==> config.mk <==
export PLATFORM = sky130hd
export DESIGN_NAME = ws2812_tx
export DESIGN_NICKNAME = d
export VERILOG_FILES = /design/src/rtl/ws2812_tx.sv
export SDC_FILE = /design/constraint.sdc
export NUM_CORES = 1
export LEC_CHECK = 0
export BUFFER_PORTS_ARGS = -buffer_cell sky130_fd_sc_hd__buf_2
export CAP_MARGIN = 20
export CORE_MARGIN = 8
export CORE_UTILIZATION = 35
export CTS_CLUSTER_SIZE = 12
export DETAILED_ROUTE_END_ITERATION = 8
export MAX_ROUTING_LAYER = met4
export PLACE_DENSITY_LB_ADDON = 0.08
export SYNTH_ARGS = -nofsm -noshare
export SYNTH_HDL_FRONTEND = slang
export SYNTH_SLANG_ARGS = --single-unit
==> constraint.sdc <==
create_clock -name clk -period 6.47 [get_ports clk]
set_clock_uncertainty 0.1 [all_clocks]
set_input_delay 0.9705 -clock clk [delete_from_list [all_inputs] [get_ports clk]]
set_output_delay 0.9705 -clock clk [all_outputs]
set_load 0.03 [all_outputs]
==> src/rtl/ws2812_tx.sv <==
// ws2812_tx: serialises 24-bit GRB pixel words from a pixel buffer onto a WS2812
// LED chain. After the last bit it holds the line low for a latch gap, then
// pulses done.
//
// Ports:
//   clk         rising-edge clock
//   rst         synchronous active-high reset
//   start       one-cycle frame request, accepted only from idle
//   num_leds    LED count for the frame, captured at start
//   rd_addr     pixel buffer read address (11 bits, LED index truncated)
//   rd_data     pixel word {G,R,B}, valid one cycle after rd_addr
//   brightness  per-channel scale (only when WS2812_TX_BRIGHT_EN is defined)
//   dout        serial line to the LED chain
//   busy        high while a frame or latch gap is in progress
//   done        one-cycle pulse at frame completion
//
// Optional feature macro: WS2812_TX_BRIGHT_EN adds the brightness input and
// scales each channel as (c*(brightness+1))>>8 when a word is loaded.
module ws2812_tx #(
    parameter int unsigned T0H_CYC   = 20,
    parameter int unsigned T1H_CYC   = 40,
    parameter int unsigned BIT_CYC   = 62,
    parameter int unsigned LATCH_CYC = 3000
) (
    input  logic        clk,
    input  logic        rst,
    input  logic        start,
    input  logic [11:0] num_leds,
    output logic [10:0] rd_addr,
    input  logic [23:0] rd_data,
`ifdef WS2812_TX_BRIGHT_EN
    input  logic [7:0]  brightness,
`endif
    output logic        dout,
    output logic        busy,
    output logic        done
);

    localparam int unsigned CW = $clog2(BIT_CYC + 1);
    localparam int unsigned LW = $clog2(LATCH_CYC + 1);

    typedef enum logic [2:0] {
        StIdle,
        StFetch,
        StLoad,
        StHigh,
        StLow,
        StLatch
    } state_e;

    state_e      state_q, state_d;
    logic [11:0] count_q, count_d;
    logic [11:0] led_q, led_d;
    logic [23:0] shift_q, shift_d;
    logic [4:0]  bit_q, bit_d;
    logic [CW-1:0] cyc_q, cyc_d;
    logic [LW-1:0] lat_q, lat_d;
    logic [10:0] addr_q, addr_d;
    logic        dout_q, dout_d;
    logic        busy_q, busy_d;
    logic        done_q, done_d;

    logic [23:0] load_word;
    logic [11:0] next_led;
    logic        last_led;
    logic [CW-1:0] high_last;

`ifdef WS2812_TX_BRIGHT_EN
    function automatic logic [7:0] scale_ch(input logic [7:0] c, input logic [7:0] b);
        logic [15:0] p;
        p = {8'd0, c} * ({8'd0, b} + 16'd1);
        return p[15:8];
    endfunction

    assign load_word = {scale_ch(rd_data[23:16], brightness),
                        scale_ch(rd_data[15:8], brightness),
                        scale_ch(rd_data[7:0], brightness)};
`else
    assign load_word = rd_data;
`endif

    assign next_led  = led_q + 12'd1;
    // Current LED is the final one when index+1 reaches the captured count.
    assign last_led  = ({1'b0, next_led} >= {1'b0, count_q});
    assign high_last = shift_q[23] ? CW'(T1H_CYC - 1) : CW'(T0H_CYC - 1);

    always_comb begin
        state_d = state_q;
        count_d = count_q;
        led_d   = led_q;
        shift_d = shift_q;
        bit_d   = bit_q;
        cyc_d   = cyc_q;
        lat_d   = lat_q;
        addr_d  = addr_q;
        done_d  = 1'b0;

        case (state_q)
            StIdle: begin
                // done_q high means the previous frame just ended this cycle.
                if (start && !done_q) begin
                    count_d = num_leds;
                    led_d   = 12'd0;
                    addr_d  = 11'd0;
                    lat_d   = '0;
                    state_d = (num_leds == 12'd0) ? StLatch : StFetch;
                end
            end
            StFetch: state_d = StLoad;
            StLoad: begin
                shift_d = load_word;
                bit_d   = 5'd23;
                cyc_d   = '0;
                state_d = StHigh;
            end
            StHigh: begin
                // Prefetch the next LED word at the start of bit 0.
                if (bit_q == 5'd0 && cyc_q == '0 && !last_led) begin
                    addr_d = next_led[10:0];
                end
                if (cyc_q == high_last) begin
                    state_d = StLow;
                end
                cyc_d = cyc_q + 1'b1;
            end
            StLow: begin
                if (cyc_q == CW'(BIT_CYC - 1)) begin
                    cyc_d = '0;
                    if (bit_q == 5'd0) begin
                        if (last_led) begin
                            lat_d   = '0;
                            state_d = StLatch;
                        end else begin
                            led_d   = next_led;
                            shift_d = load_word;
                            bit_d   = 5'd23;
                            state_d = StHigh;
                        end
                    end else begin
                        bit_d   = bit_q - 5'd1;
                        shift_d = {shift_q[22:0], 1'b0};
                        state_d = StHigh;
                    end
                end else begin
                    cyc_d = cyc_q + 1'b1;
                end
            end
            StLatch: begin
                if (lat_q == LW'(LATCH_CYC - 1)) begin
                    state_d = StIdle;
                    done_d  = 1'b1;
                end else begin
                    lat_d = lat_q + 1'b1;
                end
            end
            default: state_d = StIdle;
        endcase

        dout_d = (state_d == StHigh);
        busy_d = (state_d != StIdle);
    end

    always_ff @(posedge clk) begin
        if (rst) begin
            state_q <= StIdle;
            count_q <= '0;
            led_q   <= '0;
            shift_q <= '0;
            bit_q   <= '0;
            cyc_q   <= '0;
            lat_q   <= '0;
            addr_q  <= '0;
            dout_q  <= 1'b0;
            busy_q  <= 1'b0;
            done_q  <= 1'b0;
        end else begin
            state_q <= state_d;
            count_q <= count_d;
            led_q   <= led_d;
            shift_q <= shift_d;
            bit_q   <= bit_d;
            cyc_q   <= cyc_d;
            lat_q   <= lat_d;
            addr_q  <= addr_d;
            dout_q  <= dout_d;
            busy_q  <= busy_d;
            done_q  <= done_d;
        end
    end

    assign rd_addr = addr_q;
    assign dout    = dout_q;
    assign busy    = busy_q;
    assign done    = done_q;

endmodule

# ---- Yosys cells after proc, flatten, opt, wreduce, memory -nomap -nowiden
# Index checks and enable logic that the tools add are counted.
dict set report totals {
  register_bits 88
  in_bits 39
  out_inout_bits 14
  elab_cells 88
}
dict set report op_classes {
  n_addsub 4
  n_lt_le_gt_ge 1
  eq_ne 17
  mux 33
  bitwise_logic 1
  reduce_logical 21
}
# op count
set ops {}
lappend ops {{12-bit 2-to-1 mux} 8}
lappend ops {{24-bit 2-to-1 mux} 3}
lappend ops {{24-bit one-hot mux with 2 select lines} 1}
lappend ops {{12-bit one-hot mux with 3 select lines} 1}
lappend ops {{12-bit by 1-bit adder with 12-bit output, second input constant} 2}
lappend ops {{12-bit one-hot mux with 2 select lines} 1}
lappend ops {{11-bit 2-to-1 mux} 2}
lappend ops {{11-bit one-hot mux with 2 select lines} 1}
lappend ops {{3-bit 2-to-1 mux} 7}
lappend ops {{3-bit one-hot mux with 6 select lines} 1}
lappend ops {{6-bit one-hot mux with 3 select lines} 1}
lappend ops {{5-bit 2-to-1 mux} 3}
lappend ops {{2-bit inequality test, second input constant} 7}
lappend ops {{12-bit == test, second input constant} 1}
lappend ops {{12-bit greater-or-equal comparator} 1}
lappend ops {{12-bit zero test} 1}
lappend ops {{6-bit 2-to-1 mux} 2}
lappend ops {{5-bit one-hot mux with 2 select lines} 1}
lappend ops {{3-bit by 2-bit == test with 1-bit output, second input constant} 3}
lappend ops {{3-bit nonzero test} 3}
lappend ops {{6-bit by 1-bit adder with 6-bit output, second input constant} 1}
lappend ops {{3-bit == test, second input constant} 2}
lappend ops {{6-bit == test} 1}
lappend ops {{6-bit == test, second input constant} 1}
lappend ops {{16 further kinds} 22}

# ---- Logic depth before layout (Yosys ltp)
dict set report logic_depth {
  depth_word 7
  depth_mapped 15
  depth_no_buf 14
}

# ---- Worst setup path before layout
# Ideal clock, no wire load.
dict set report synth_path {
  path_type {register -> register}
  startpoint {register led_q[0]}
  endpoint {register led_q[5]}
  setup_time_ps 69
  arrival_ps 2975
  required_time_ps 6301
  setup_slack_ps 3327
  stages_incl_launch_ff 16
  n_path_buf 1
  period_less_slack_ps 3143
  path_cell_list {dfxtp_1 ha_1 and3_1 and3_1 nand3_1 xor2_1 inv_1 ha_1 nand2_1 o21ai_1 inv_1 o21ai_2 or4_1 buf_2 or3_1 o21ai_1}
}
dict set report synth_via {
  elab_chain_cells 5
  word_cells_on_any_way 8
  cone_classes {add/sub: 1; order compare: 1; eq/ne: 1; mux: 4; reduce/logical: 1}
}
# item line
set synth_lines {}
lappend synth_lines {{start, declared} 53} ;# logic [11:0] led_q, led_d;
lappend synth_lines {{start signal, assigned} 179} ;# led_q <= led_d;
lappend synth_lines {{12-bit by 1-bit adder with 12-bit output (*)} 82} ;# assign next_led = led_q + 12'd1;
lappend synth_lines {{parallel branches: the longest is 4 deep, another holds 12-bit greater-or-equal comparator} n/a}
# Mark *: on every way between the ends. The select of a mux whose other input is x is not followed.
# A chain may end at the register's enable or synchronous reset.

# ---- Final worst setup path
dict set report layout_path {
  startpoint {register led_q[0]}
  endpoint {register shift_q[5]}
}
dict set report layout_via {
  elab_chain_cells 4
}
# item line
set layout_lines {}
lappend layout_lines {{12-bit by 1-bit adder with 12-bit output} 82}
lappend layout_lines {{12-bit greater-or-equal comparator} 84} ;# assign last_led = ({1'b0, next_led} >= {1'b0, count_q});
lappend layout_lines {{3-bit inequality test (no source line)} n/a}
lappend layout_lines {{3-bit AND reduction (no source line)} n/a}
lappend layout_lines {{end signal, assigned} 180} ;# shift_q <= shift_d;
lappend layout_lines {{end, declared} 54} ;# logic [23:0] shift_q, shift_d;
# No other way between the ends.

==> metrics.cfg <==
[worst_hold_path]
hp-start=rd_addr[6]
worstHoldEndpoint=rd_addr[6]
holdPathStages=2
hold_class=flip-flop to flip-flop

[power_and_ir_drop]
pwr_density_cell_mw_per_mm2=246.5
leakage_nw=1.904
ir_worst_vdd_mv=0.1472

[setup_path]
cp_slowest_stage_delay_ns=0.61
startpoint_type=flip-flop
path_cells=ha_1 -> and3_1 -> and3_1 -> nand3_1 -> xor2_1 -> inv_1 -> ha_1 -> nand2_1 -> o21ai_1 -> inv_1 -> o211ai_1 -> a21oi_4 -> buf_16 -> nor2_1 -> a211oi_1
cp_top_family=compound AO/OA/AOI/OAI gates
arrival_ns=4.01
required_ns=6.62
r2r_setup_slack_ns=2.61
reg2reg_to=shift_q[5]
cp_max_fo=26
slowest_stage=a21oi_4
critPathBufInv=3
rr_worst_depth=15
crit_type=flip-flop to flip-flop
rr_startpoint=led_q[0]
end_kind=flip-flop

[sta]
fmax_mhz=259.0
slew_headroom_pct=35.87
rsz0062_at_grt=no
worst_hold_slack_ns=0.3456
hold_viol=0
fin_setup_tns_ns=0
tightest_slew_ns=0.9614
fin_crit_sh_pct=59.67
period_needed_ns=3.861
setup-violations-final=0
maxSlewViolCount=0
timing.final.ws_setup_ns=2.609

[drt]
ant_nets=0
viasPerCell=5.079
wl_per_cell_um=14.70
firstDrtPassIters=4
num_vias=3794
route.detailed.drc=0
drt-initial-drc-count=237
drt_wl_total_mm=10.98

[cts]
post-cts-setup-buffers=0
clk-insertion-delay-late_ns=0.35
clk_pin_slew_ns=0.06
cts_buffers=9
cts_resized=0
cts_root_buffer=clkbuf_16
cts_max_level=3
cts.sinks=88
cts_buffer_depth=2
cts_tree=built
cts_hold_buffers=0

[grt]
grt_pass1_wl_mm=18.64
grt_overflow=0
grt_antenna_before_repair=0
grt_pass1_vias=3780
grt_use_total_pct=14.59
grt_start_max_net_pins=67

[finish]
drive_above_1_share_pct=14.96
nNetsFinal=628
n_fill_cell=1250
syn_to_final_growth_pct=16.12
num_antenna_cells=0
utilization_pct=41.07

[synthesis]
yosys.area.top_type=dfxtp_1
synth_commonest_cells=88 x dfxtp_1, 65 x nand2_1, 52 x nor2_1, 42 x a21oi_1, 28 x nand3_1
ys.warnings.count=0
synth_edf_count=0
synthCells=530
synth_area_per_cell_um2=8.319
synth_ff_type=dfxtp_1
synth-seq-area-share_pct=39.95
syn_area_mm2=0.004409
synth_cell_type_count=54
synth_top_cell_area_share_pct=39.95
yosys-top-cells-area=dfxtp_1 40%, nand2_1 5.5%, mux2i_1 5.4%
yosysMostFrequentCell=dfxtp_1
ys_async_sr_fraction_pct=0
synthesis.nets=587
synth-seq-cells=88

[place]
dp_slack_ns=2.425
place_hpwl_mm=7.887
gp_congestion=0.8730
port_buffers=52

[floorplan]
rows=41
die_x_um=128.2
ios=53
die_height_um=128.2
dieArea_mm2=0.01645
start_util_pct=35.37
coreArea_mm2=0.01247

[status]
status=finished clean

[run]
cap_violations=0

routing by layer:
| metal | vias up | track usage, % | part of all wire [%] |
|---|---|---|---|
| met5 | - | - | 0 |
| met3 | 9 | 4.534 | 4.3 |
| met1 | 1763 | 18.01 | 50 |
| met2 | 63 | 22.25 | 45 |
| li1 | 1959 | - | - |
| met4 | 0 | 4.545 | 1.0 |
final cells by class:
cell class	instances	area, µm²	area share, %
sequential	88	1762	34.41
multi-input combinational	393	2462	48.09
timing repair buffer	55	302.8	5.914
clock buffer	11	242.7	4.741
tap	172	215.2	4.203
clock inverter	4	45.04	0.8798
inverter	24	90.09	1.760
stage by stage:
stage / power, mW / cells / cell area (µm²)
2_1_floorplan: 0.7113 / 530 / 4409
3_3_place_gp: 0.7535 / 731 / 4805
3_5_place_dp: 0.7570 / 731 / 4805
4_1_cts: 1.280 / 746 / 5092
5_1_grt: 1.330 / 747 / 5120
6_report: 1.262 / 747 / 5120
flip-flops by register name (all words and copies together), names as in the netlist:
register,cells
lat_q,12
count_q,12
state_q,3
dout,1
rd_addr,11
done,1
cyc_q,6
bit_q,5
led_q,12
busy,1
shift_q,24
worst min-delay path, cell delays in order, from the launching register on:
cell	delay [ns]
dfxtp_1	0.30
nand2_1	0.05
a21oi_1	0.05
worst max-delay path by stage:
| stage | from | end | slack [ns] | depth (start not counted) |
|---|---|---|---|---|
| finish | led_q[0] | shift_q[5] | 2.61 | 15 |
| detailed placement | led_q[0] | bit_q[1] | 2.42 | 14 |
| global route | led_q[0] | shift_q[5] | 2.24 | 13 |
| CTS | led_q[0] | bit_q[1] | 2.40 | 14 |
| global placement | led_q[0] | bit_q[0] | 2.55 | 14 |
| floorplan | led_q[0] | led_q[5] | 3.33 | 15 |
layout by cell type, fill, tap and decap left out, types with 6 or more instances in the layout:
cell,Yosys,final
a211oi_1,23,23
a21oi_1,42,41
and3_1,7,7
buf_2,10,52
clkbuf_16,0,9
dfxtp_1,88,88
ha_1,18,18
inv_1,23,23
mux2i_1,24,24
nand2_1,65,65
nand2b_1,6,6
nand3_1,28,28
nand4_1,6,6
nor2_1,52,52
nor3_1,9,9
nor4_1,7,7
o21ai_0,19,19
or3_1,8,8
xor2_1,11,11
logic make-up after synthesis:
kind of cell	Yosys count	share of synthesized area, %
buf+inv	49	4.455
xor+xnor	16	3.178
flops	88	39.95
compound gates	121	18.42
simple gates	214	23.44
fa+ha+maj	18	5.108
mux	24	5.448
where the power goes:
part           switching [mW]  leakage (nW)  internal, mW
Clock                   0.210         0.145         0.306
Combinational          0.0983          1.04        0.0598
Sequential             0.0185         0.715         0.570
Power figures use the tool's default switching activity.
